`config.mk`:
```
export PLATFORM = sky130hd
export DESIGN_NAME = lb_rtc_rgs
export DESIGN_NICKNAME = d
export VERILOG_FILES = /design/src/rtl/lb_rtc_rgs.sv
export SDC_FILE = /design/constraint.sdc
export NUM_CORES = 1
export LEC_CHECK = 0
export BUFFER_PORTS_ARGS = -buffer_cell sky130_fd_sc_hd__buf_2
export CAP_MARGIN = 20
export CORE_AREA = 4 4 286 288
export CTS_BUF_LIST = sky130_fd_sc_hd__clkbuf_4 sky130_fd_sc_hd__clkbuf_8 sky130_fd_sc_hd__clkbuf_16
export DETAILED_ROUTE_END_ITERATION = 8
export DIE_AREA = 0 0 290 292
export PLACE_DENSITY_LB_ADDON = 0.1
export SLEW_MARGIN = 20
export SYNTH_ARGS = -nofsm -noshare
export SYNTH_HDL_FRONTEND = slang
export SYNTH_SLANG_ARGS = --single-unit
```
`constraint.sdc`:
```
create_clock -name clk -period 13.5 [get_ports clk]
set_input_delay 0.675 -clock clk [delete_from_list [all_inputs] [get_ports clk]]
set_output_delay 0.675 -clock clk [all_outputs]
set_load 0.01 [all_outputs]
```
`src/rtl/lb_rtc_rgs.sv`:
```
// lb_rtc_rgs: localbus register bank for the 1588 RTC (load/adjust, capture, timestamp FIFO).
// Optional LB_RTC_RGS_OVF_CNT_EN adds a saturating dropped-timestamp counter at 0x3C.
module lb_rtc_rgs #(
  parameter int          TS_AW      = 3,
  parameter logic [31:0] RST_PERIOD = 32'h0800_0000
) (
  input  logic        clk,
  input  logic        rst_n,
  input  logic        wr_in,
  input  logic        rd_in,
  input  logic [7:0]  addr_in,
  input  logic [31:0] data_in,
  output logic [31:0] data_out,
  output logic        rtc_time_ld,
  output logic        rtc_period_ld,
  output logic [47:0] rtc_time_sec,
  output logic [31:0] rtc_time_nsc,
  output logic [31:0] rtc_period,
  input  logic [47:0] rtc_sec_in,
  input  logic [31:0] rtc_nsc_in,
  input  logic        ts_valid,
  input  logic [31:0] ts_sec,
  input  logic [31:0] ts_nsc,
  input  logic [31:0] ts_info,
  output logic        ts_irq
);
  localparam int DEPTH = 1 << TS_AW;
  logic [5:0]       a;
  logic             unused_addr;
  logic [15:0]      sec_h_q;
  logic [31:0]      sec_l_q, nsc_q, per_q, cap_nsc_q, dout_q, rdata;
  logic [47:0]      cap_sec_q;
  logic [2:0]       pls_q;
  logic [TS_AW-1:0] wp_q, rp_q;
  logic [TS_AW:0]   lvl_q, lvl_d;
  logic             ovf_q, ovf_d, empty, full, pop, push, drop;
  logic [95:0]      mem [DEPTH];
  logic [95:0]      head;
  assign a           = addr_in[7:2];
  assign unused_addr = ^addr_in[1:0];
  assign empty       = lvl_q == '0;
  assign full        = lvl_q == (TS_AW+1)'(DEPTH);
  assign pop         = rd_in && a == 6'h0E && !empty;
  assign push        = ts_valid && (!full || pop);
  assign drop        = ts_valid && full && !pop;
  assign head        = empty ? 96'b0 : mem[rp_q];
  assign lvl_d       = lvl_q + (TS_AW+1)'(push) - (TS_AW+1)'(pop);
  // a W1C clear loses to an overflow event in the same cycle
  assign ovf_d       = drop | (ovf_q & ~(wr_in && a == 6'h01 && data_in[2]));
  assign data_out      = dout_q;
  assign rtc_time_ld   = pls_q[0];
  assign rtc_period_ld = pls_q[1];
  assign rtc_time_sec  = {sec_h_q, sec_l_q};
  assign rtc_time_nsc  = nsc_q;
  assign rtc_period    = per_q;
  assign ts_irq        = !empty;
`ifdef LB_RTC_RGS_OVF_CNT_EN
  logic [15:0] ocnt_q, ocnt_d;
  assign ocnt_d = (wr_in && a == 6'h0F) ? {15'b0, drop} : ocnt_q + 16'(drop && ocnt_q != 16'hFFFF);
  always_ff @(posedge clk or negedge rst_n)
    if (!rst_n) ocnt_q <= '0;
    else ocnt_q <= ocnt_d;
`endif
  always_comb begin
    rdata = '0;
    case (a)
      6'h01: rdata = (32'(lvl_q) << 8) | {29'b0, ovf_q, full, empty};
      6'h04: rdata = {16'b0, sec_h_q};
      6'h05: rdata = sec_l_q;
      6'h06: rdata = nsc_q;
      6'h07: rdata = per_q;
      6'h08: rdata = {16'b0, cap_sec_q[47:32]};
      6'h09: rdata = cap_sec_q[31:0];
      6'h0A: rdata = cap_nsc_q;
      6'h0C: rdata = head[95:64];
      6'h0D: rdata = head[63:32];
      6'h0E: rdata = head[31:0];
`ifdef LB_RTC_RGS_OVF_CNT_EN
      6'h0F: rdata = {16'b0, ocnt_q};
`endif
      default: rdata = '0;
    endcase
  end
  always_ff @(posedge clk or negedge rst_n)
    if (!rst_n) begin
      sec_h_q   <= '0;
      sec_l_q   <= '0;
      nsc_q     <= '0;
      per_q     <= RST_PERIOD;
      cap_sec_q <= '0;
      cap_nsc_q <= '0;
      pls_q     <= '0;
      dout_q    <= '0;
      wp_q      <= '0;
      rp_q      <= '0;
      lvl_q     <= '0;
      ovf_q     <= 1'b0;
    end else begin
      pls_q <= (wr_in && a == 6'h00) ? data_in[2:0] : 3'b0;
      if (wr_in && a == 6'h04) sec_h_q <= data_in[15:0];
      if (wr_in && a == 6'h05) sec_l_q <= data_in;
      if (wr_in && a == 6'h06) nsc_q <= data_in;
      if (wr_in && a == 6'h07) per_q <= data_in;
      if (pls_q[2]) begin
        cap_sec_q <= rtc_sec_in;
        cap_nsc_q <= rtc_nsc_in;
      end
      if (rd_in) dout_q <= rdata;
      if (pop) rp_q <= rp_q + 1'b1;
      if (push) wp_q <= wp_q + 1'b1;
      lvl_q <= lvl_d;
      ovf_q <= ovf_d;
    end
  always_ff @(posedge clk)
    if (push) mem[wp_q] <= {ts_sec, ts_nsc, ts_info};
endmodule

```
Word level (Yosys, flattened, before mapping). Memories as Yosys holds them, arrays and structs flattened. Index checks and enable logic that the tools add are counted.

Output and inout bits: 147. Memories: 1. Memory bits (writable): 768. Bits in registers: 238.

$add $sub $neg: 4. Reduce and logical (&&, ||, !) cells: 18. Multiplexer cells: 5. Bitwise operators: 4. Eq/ne operators: 12.

Memory list: mem (depth 8, width 96, read ports 1, clocked after Yosys merged registers in 0, wr ports 1, line 37) `logic [95:0] mem [DEPTH];`.

Operators by type and width (count): $pmux W32 S11 (1); $mux W96 (1); $eq A6 B4 Y1 const B (6); $eq A6 B3 Y1 const B (4); $logic_and A1 B1 Y1 (12); $or A12 B3 Y12 (1); $add A3 B1 Y3 const B (2); $eq A6 B1 Y1 const B (1); $logic_not A6 Y1 (1); $add A4 B1 Y4 (1); $eq A4 B4 Y1 const B (1); $logic_not A4 Y1 (1); $sub A4 B1 Y4 (1); $logic_not A1 Y1 (3); $mux W3 (1); $mux W1 (2); $and A1 B1 Y1 (1); $logic_or A1 B1 Y1 (1); $not A1 Y1 (1); $or A1 B1 Y1 (1).

Logic depth before layout (Yosys ltp).
Depth after elaboration: 7. Depth in mapped cells: 12.

Worst setup path after synthesis. OpenSTA, ideal clock, no wires.

Path kind: input to register. Start point: in addr_in[7]. End point: mem mem[0][0], enable pin. Stages on the path: 5. Path buffers: 0. Setup time: 786 ps. Slack: 2196 ps. Data arrival time: 10518 ps. Cells stage by stage: nor4b_1 -> nand4_1 -> nand2_1 -> nand2_1 -> nor4_1.

Word-level cells in the longest chain between the ends: 7.

RTL lines: start: declaration (line 11) `input logic [7:0] addr_in,`; $eq A6 B4 Y1 (line 43) `assign pop = rd_in && a == 6'h0E && !empty;`; $logic_and A1 B1 Y1 (2 in a row) (line 43); $logic_or A1 B1 Y1 (line 44) `assign push = ts_valid && (!full || pop);`; $logic_and A1 B1 Y1 (line 44); $mux W1 (line 115) `if (push) mem[wp_q] <= {ts_sec, ts_nsc, ts_info};`; $mux W1 (not written as such) (line 115); end: declaration (line 37).

Every way passes these cells.

Final worst setup path.
Start point: reg lvl_q[2]. End point: mem mem[7][75], enable pin.

Word-level cells in the longest chain between the ends: 7.

RTL lines: start: declaration (line 35) `logic [TS_AW:0] lvl_q, lvl_d;`; start signal: assignment (line 111) `lvl_q <= lvl_d;`; $logic_not A4 Y1 (line 41) `assign empty = lvl_q == '0;`; $logic_not A1 Y1 (line 43); $logic_and A1 B1 Y1 (line 43); $logic_or A1 B1 Y1 (*) (line 44); $logic_and A1 B1 Y1 (*) (line 44); $mux W1 (*) (line 115); $mux W1 (not written as such) (*) (line 115).

Every way passes the cells marked *; elsewhere a longest branch is shown, timed or not.

==> metrics.txt <==
# TYPE chip_impl_metric gauge
chip_impl_metric{name="worst_slew_margin_rel",unit=""} 0.238
chip_impl_metric{name="critical_path_peak_fanout",unit=""} 46
chip_impl_metric{name="route.vias.total",unit=""} 20900
chip_impl_metric{name="numClockSinks",unit=""} 1006
chip_impl_metric{name="top_level_ports",unit=""} 368
chip_impl_metric{name="flow.area_growth_from_synthesis",unit="%"} 16.3
chip_impl_metric{name="routed_wl",unit="um"} 101000
chip_impl_metric{name="hold_violations",unit=""} 0
chip_impl_metric{name="holdWs",unit="ps"} 165
chip_impl_info{name="clock_tree_from_tritoncts",value="built"} 1
chip_impl_metric{name="r2r_cells",unit=""} 11
chip_impl_info{name="cp-end-kind",value="flop"} 1
chip_impl_metric{name="die_width",unit="um"} 290
chip_impl_info{name="leading_post_synthesis_cells_by_cell_area",value="sky130_fd_sc_hd__edfxtp_1, sky130_fd_sc_hd__dfrtp_1, sky130_fd_sc_hd__mux4_2, sky130_fd_sc_hd__mux2_2, sky130_fd_sc_hd__mux2i_1"} 1
chip_impl_metric{name="timing.final.setup_violations",unit=""} 0
chip_impl_metric{name="share_of_the_yosys_chip_area_belonging_to_registers",unit=""} 0.736
chip_impl_metric{name="avgSynthCellArea",unit="sq um"} 20.2
chip_impl_metric{name="post-dp-hpwl",unit="um"} 62100
chip_impl_metric{name="antenna_found_initial",unit=""} 35
chip_impl_metric{name="power.density_cell_area",unit="nW/um^2"} 173
chip_impl_metric{name="die_h",unit="um"} 292
chip_impl_metric{name="gate_count_post_synth",unit=""} 1955
chip_impl_metric{name="worst_ep_arrival_time",unit="ps"} 4820
chip_impl_metric{name="grt_start_max_net_pins",unit=""} 127
chip_impl_metric{name="final_slew_violations",unit=""} 0
chip_impl_metric{name="initial_core_util",unit=""} 0.500
chip_impl_metric{name="detail_route.first_pass.iterations",unit=""} 7
chip_impl_info{name="synth.largest_area_cell",value="sky130_fd_sc_hd__edfxtp_1"} 1
chip_impl_info{name="critical_path.reg2reg.startpoint",value="lvl_q[2]"} 1
chip_impl_metric{name="max_freq",unit="MHz"} 220
chip_impl_info{name="status",value="completed"} 1
chip_impl_metric{name="postCtsHoldBufs",unit=""} 0
chip_impl_metric{name="clk_path_buf_depth",unit=""} 3
chip_impl_metric{name="power.share.combinational",unit=""} 0.150
chip_impl_metric{name="layout-drive-gt1-share",unit=""} 0.383
chip_impl_info{name="dominantRegCellSynth",value="sky130_fd_sc_hd__edfxtp_1"} 1
chip_impl_metric{name="seqCellArea",unit="sq um"} 29000
chip_impl_metric{name="number_of_buffers_added_by_the_clock_tree_synthesis_step",unit=""} 101
chip_impl_metric{name="final.setup.tns",unit="ps"} 0
chip_impl_metric{name="period_minus_slack",unit="ps"} 4550
chip_impl_metric{name="floorplan.rows",unit=""} 103
chip_impl_metric{name="p_total",unit="mW"} 7.94
chip_impl_metric{name="die_area",unit="sq um"} 84700
chip_impl_metric{name="route.detailed.wl_per_inst",unit="um"} 29.0
chip_impl_metric{name="worst_ep_required_time",unit="ps"} 13780
chip_impl_metric{name="maximum_capacitance_violations",unit=""} 0
chip_impl_metric{name="pwr-share-clk",unit=""} 0.356
chip_impl_metric{name="worst_skew_pair_latency",unit="ps"} 650
chip_impl_metric{name="synth.top_cell.area_share",unit=""} 0.585
chip_impl_metric{name="dr.first_iter.drc_count",unit=""} 1657
chip_impl_metric{name="number_of_enable_flip_flop_cells_after_synthesis",unit=""} 768
chip_impl_metric{name="p_int",unit="mW"} 5.98
chip_impl_metric{name="worst-slew-pin-transition",unit="ps"} 1140
chip_impl_info{name="rr_endpoint",value="mem[7][75]"} 1
chip_impl_metric{name="vias_per_cell",unit=""} 5.98
chip_impl_info{name="cts-root-buf",value="sky130_fd_sc_hd__clkbuf_16"} 1
chip_impl_metric{name="fin_nets",unit=""} 2581
chip_impl_metric{name="syn_nets",unit=""} 2184
chip_impl_info{name="netlist_top_cells_count",value="sky130_fd_sc_hd__edfxtp_1, sky130_fd_sc_hd__dfrtp_1, sky130_fd_sc_hd__mux4_2"} 1
chip_impl_info{name="synthMostInstantiatedCell",value="sky130_fd_sc_hd__edfxtp_1"} 1
chip_impl_metric{name="via_count_of_the_first_global_routing_pass",unit=""} 21400
chip_impl_metric{name="library_cells_used_by_synthesis",unit=""} 64
chip_impl_metric{name="netSwitchingFraction",unit=""} 0.246
chip_impl_info{name="critPathLaunchType",value="flop"} 1
chip_impl_metric{name="fillCellCount",unit=""} 5940
chip_impl_metric{name="drtAntennaViolNets",unit=""} 0
chip_impl_metric{name="gp_congestion",unit=""} 0.820
chip_impl_metric{name="netlist_area",unit="sq um"} 39400
chip_impl_metric{name="power_switching",unit="mW"} 1.96
chip_impl_metric{name="cts.clk_slew.worst_paths",unit="ps"} 60
chip_impl_metric{name="fp.coreArea",unit="sq um"} 78900
chip_impl_metric{name="synth_seq_cells",unit=""} 1006
chip_impl_metric{name="grt_remaining_overflow",unit=""} 0
chip_impl_metric{name="drc",unit=""} 0
chip_impl_metric{name="power.static_leakage",unit="nW"} 16.6
chip_impl_info{name="hold_class",value="input pin to async pin"} 1
chip_impl_metric{name="timing.clock.skew",unit="ps"} 18.9
chip_impl_metric{name="async_reset_ff_frac",unit=""} 0.237
chip_impl_info{name="worstSetupPathType",value="flop to flop"} 1
chip_impl_metric{name="area_of_the_multi_input_gates",unit="sq um"} 9870
chip_impl_metric{name="sequentialPowerShare",unit=""} 0.494
chip_impl_metric{name="track_usage",unit=""} 0.238
chip_impl_metric{name="post-cts-setup-buffers",unit=""} 0
chip_impl_info{name="grt_setup_unrepaired",value="no"} 1
chip_impl_metric{name="reg2reg_slack",unit="ps"} 8950
chip_impl_metric{name="portBuffers",unit=""} 365
chip_impl_metric{name="number_of_h_tree_levels",unit=""} 3
chip_impl_metric{name="ir_worst_vdd",unit="V"} 0.000136
chip_impl_metric{name="synth-warning-count",unit=""} 0
chip_impl_metric{name="grt_first_pass_wirelength",unit="um"} 149000
chip_impl_metric{name="cts_resized",unit=""} 0
chip_impl_metric{name="fin_crit_share",unit=""} 0.337
-- state kept, by name (all words and copies together) (netlist names) --
name          cells
cap_nsc_q        32
cap_sec_q        48
data_out         32
lvl_q             4
mem             768
ovf_q             1
pls_q             3
rp_q              3
rtc_period       32
rtc_time_nsc     32
sec_h_q          16
sec_l_q          32
wp_q              3
-- per-stage QoR --
stage	std cells	setup WS, ps	area, sq um	util
floorplan	1955	2200	39400	-
global placement	3298	8670	42400	0.538
detailed placement	3298	8670	42400	0.538
CTS	3480	8870	45800	0.581
global route	3482	8690	45800	0.581
finish	3494	8950	45900	0.581
-- placed cells by master (no fill, tap or decap), types with 45 or more instances in the layout --
master                      Yosys  routed
sky130_fd_sc_hd__edfxtp_1     768     768
sky130_fd_sc_hd__mux2_2       138     138
sky130_fd_sc_hd__a22oi_1       48      48
sky130_fd_sc_hd__mux2i_1       93      93
sky130_fd_sc_hd__buf_2         57     364
sky130_fd_sc_hd__dfrtp_1      237     233
sky130_fd_sc_hd__mux2_1        45      45
sky130_fd_sc_hd__mux4_2       192     192
sky130_fd_sc_hd__clkbuf_16      0     103
sky130_fd_sc_hd__nand2_1       85      84
-- layout make-up --
cell class              count  share of cell area
diodes                     13            0.000709
clock buffers             126              0.0608
clock inverters            56              0.0132
inverters                  13             0.00106
multi-input cells         827               0.215
flip-flops and latches   1006               0.633
well taps                1050              0.0286
repair buffers            403              0.0473
-- routing by layer --
layer  wire (um)  global-route usage  up-vias
li1            -                   -     8859
met3        8260              0.0517      175
met5         123                   0        -
met1       41600               0.339    11000
met4        2230              0.0590       18
met2       49200               0.381      809
-- power by group through the flow --
stage	clock network (mW)	registers, mW	logic, mW
after CTS	2.89	3.93	1.22
after global routing	3.02	3.96	1.29
after floorplan	0	4.02	0.786
final	2.83	3.93	1.19
after global placement	0	3.96	1.21
after detailed placement	0	3.99	1.22
-- worst max path at each step --
stage / startpoint / end / slack, ps / depth (start not counted)
6_report: lvl_q[2] / mem[7][75] / 8950 / 11
5_1_grt: lvl_q[2] / mem[7][53] / 8690 / 11
4_1_cts: lvl_q[2] / mem[7][48] / 8870 / 11
3_5_place_dp: addr_in[7] / mem[7][68] / 8670 / 9
3_3_place_gp: addr_in[7] / mem[7][79] / 8670 / 9
2_1_floorplan: addr_in[7] / mem[0][0] / 2200 / 5
-- cells by family (layout without fill, tap and decap cells) --
| logic type | after synthesis | count (layout) | synth area share |
|---|---|---|---|
| other | 0 | 13 | 0 |
| buffers and inverters | 122 | 598 | 0.0155 |
| AO/OA/AOI/OAI | 202 | 202 | 0.0405 |
| XOR/XNOR | 6 | 6 | 0.00133 |
| multiplexers | 468 | 468 | 0.186 |
| flip-flops | 1006 | 1006 | 0.736 |
| AND/OR/NAND/NOR | 143 | 143 | 0.0185 |
| adder cells (fa/ha/maj) | 8 | 8 | 0.00273 |
-- worst max-delay path, cell delays in order (launching register included) --
cell,delay [ps]
sky130_fd_sc_hd__dfrtp_1,370
sky130_fd_sc_hd__inv_1,90
sky130_fd_sc_hd__ha_1,200
sky130_fd_sc_hd__nor3b_1,190
sky130_fd_sc_hd__inv_1,190
sky130_fd_sc_hd__nand4_1,110
sky130_fd_sc_hd__buf_4,230
sky130_fd_sc_hd__a21boi_1,330
sky130_fd_sc_hd__nand2_1,300
sky130_fd_sc_hd__nor2_4,630
sky130_fd_sc_hd__buf_4,780
sky130_fd_sc_hd__buf_4,640
No activity file was read; power rests on OpenSTA's default activity.
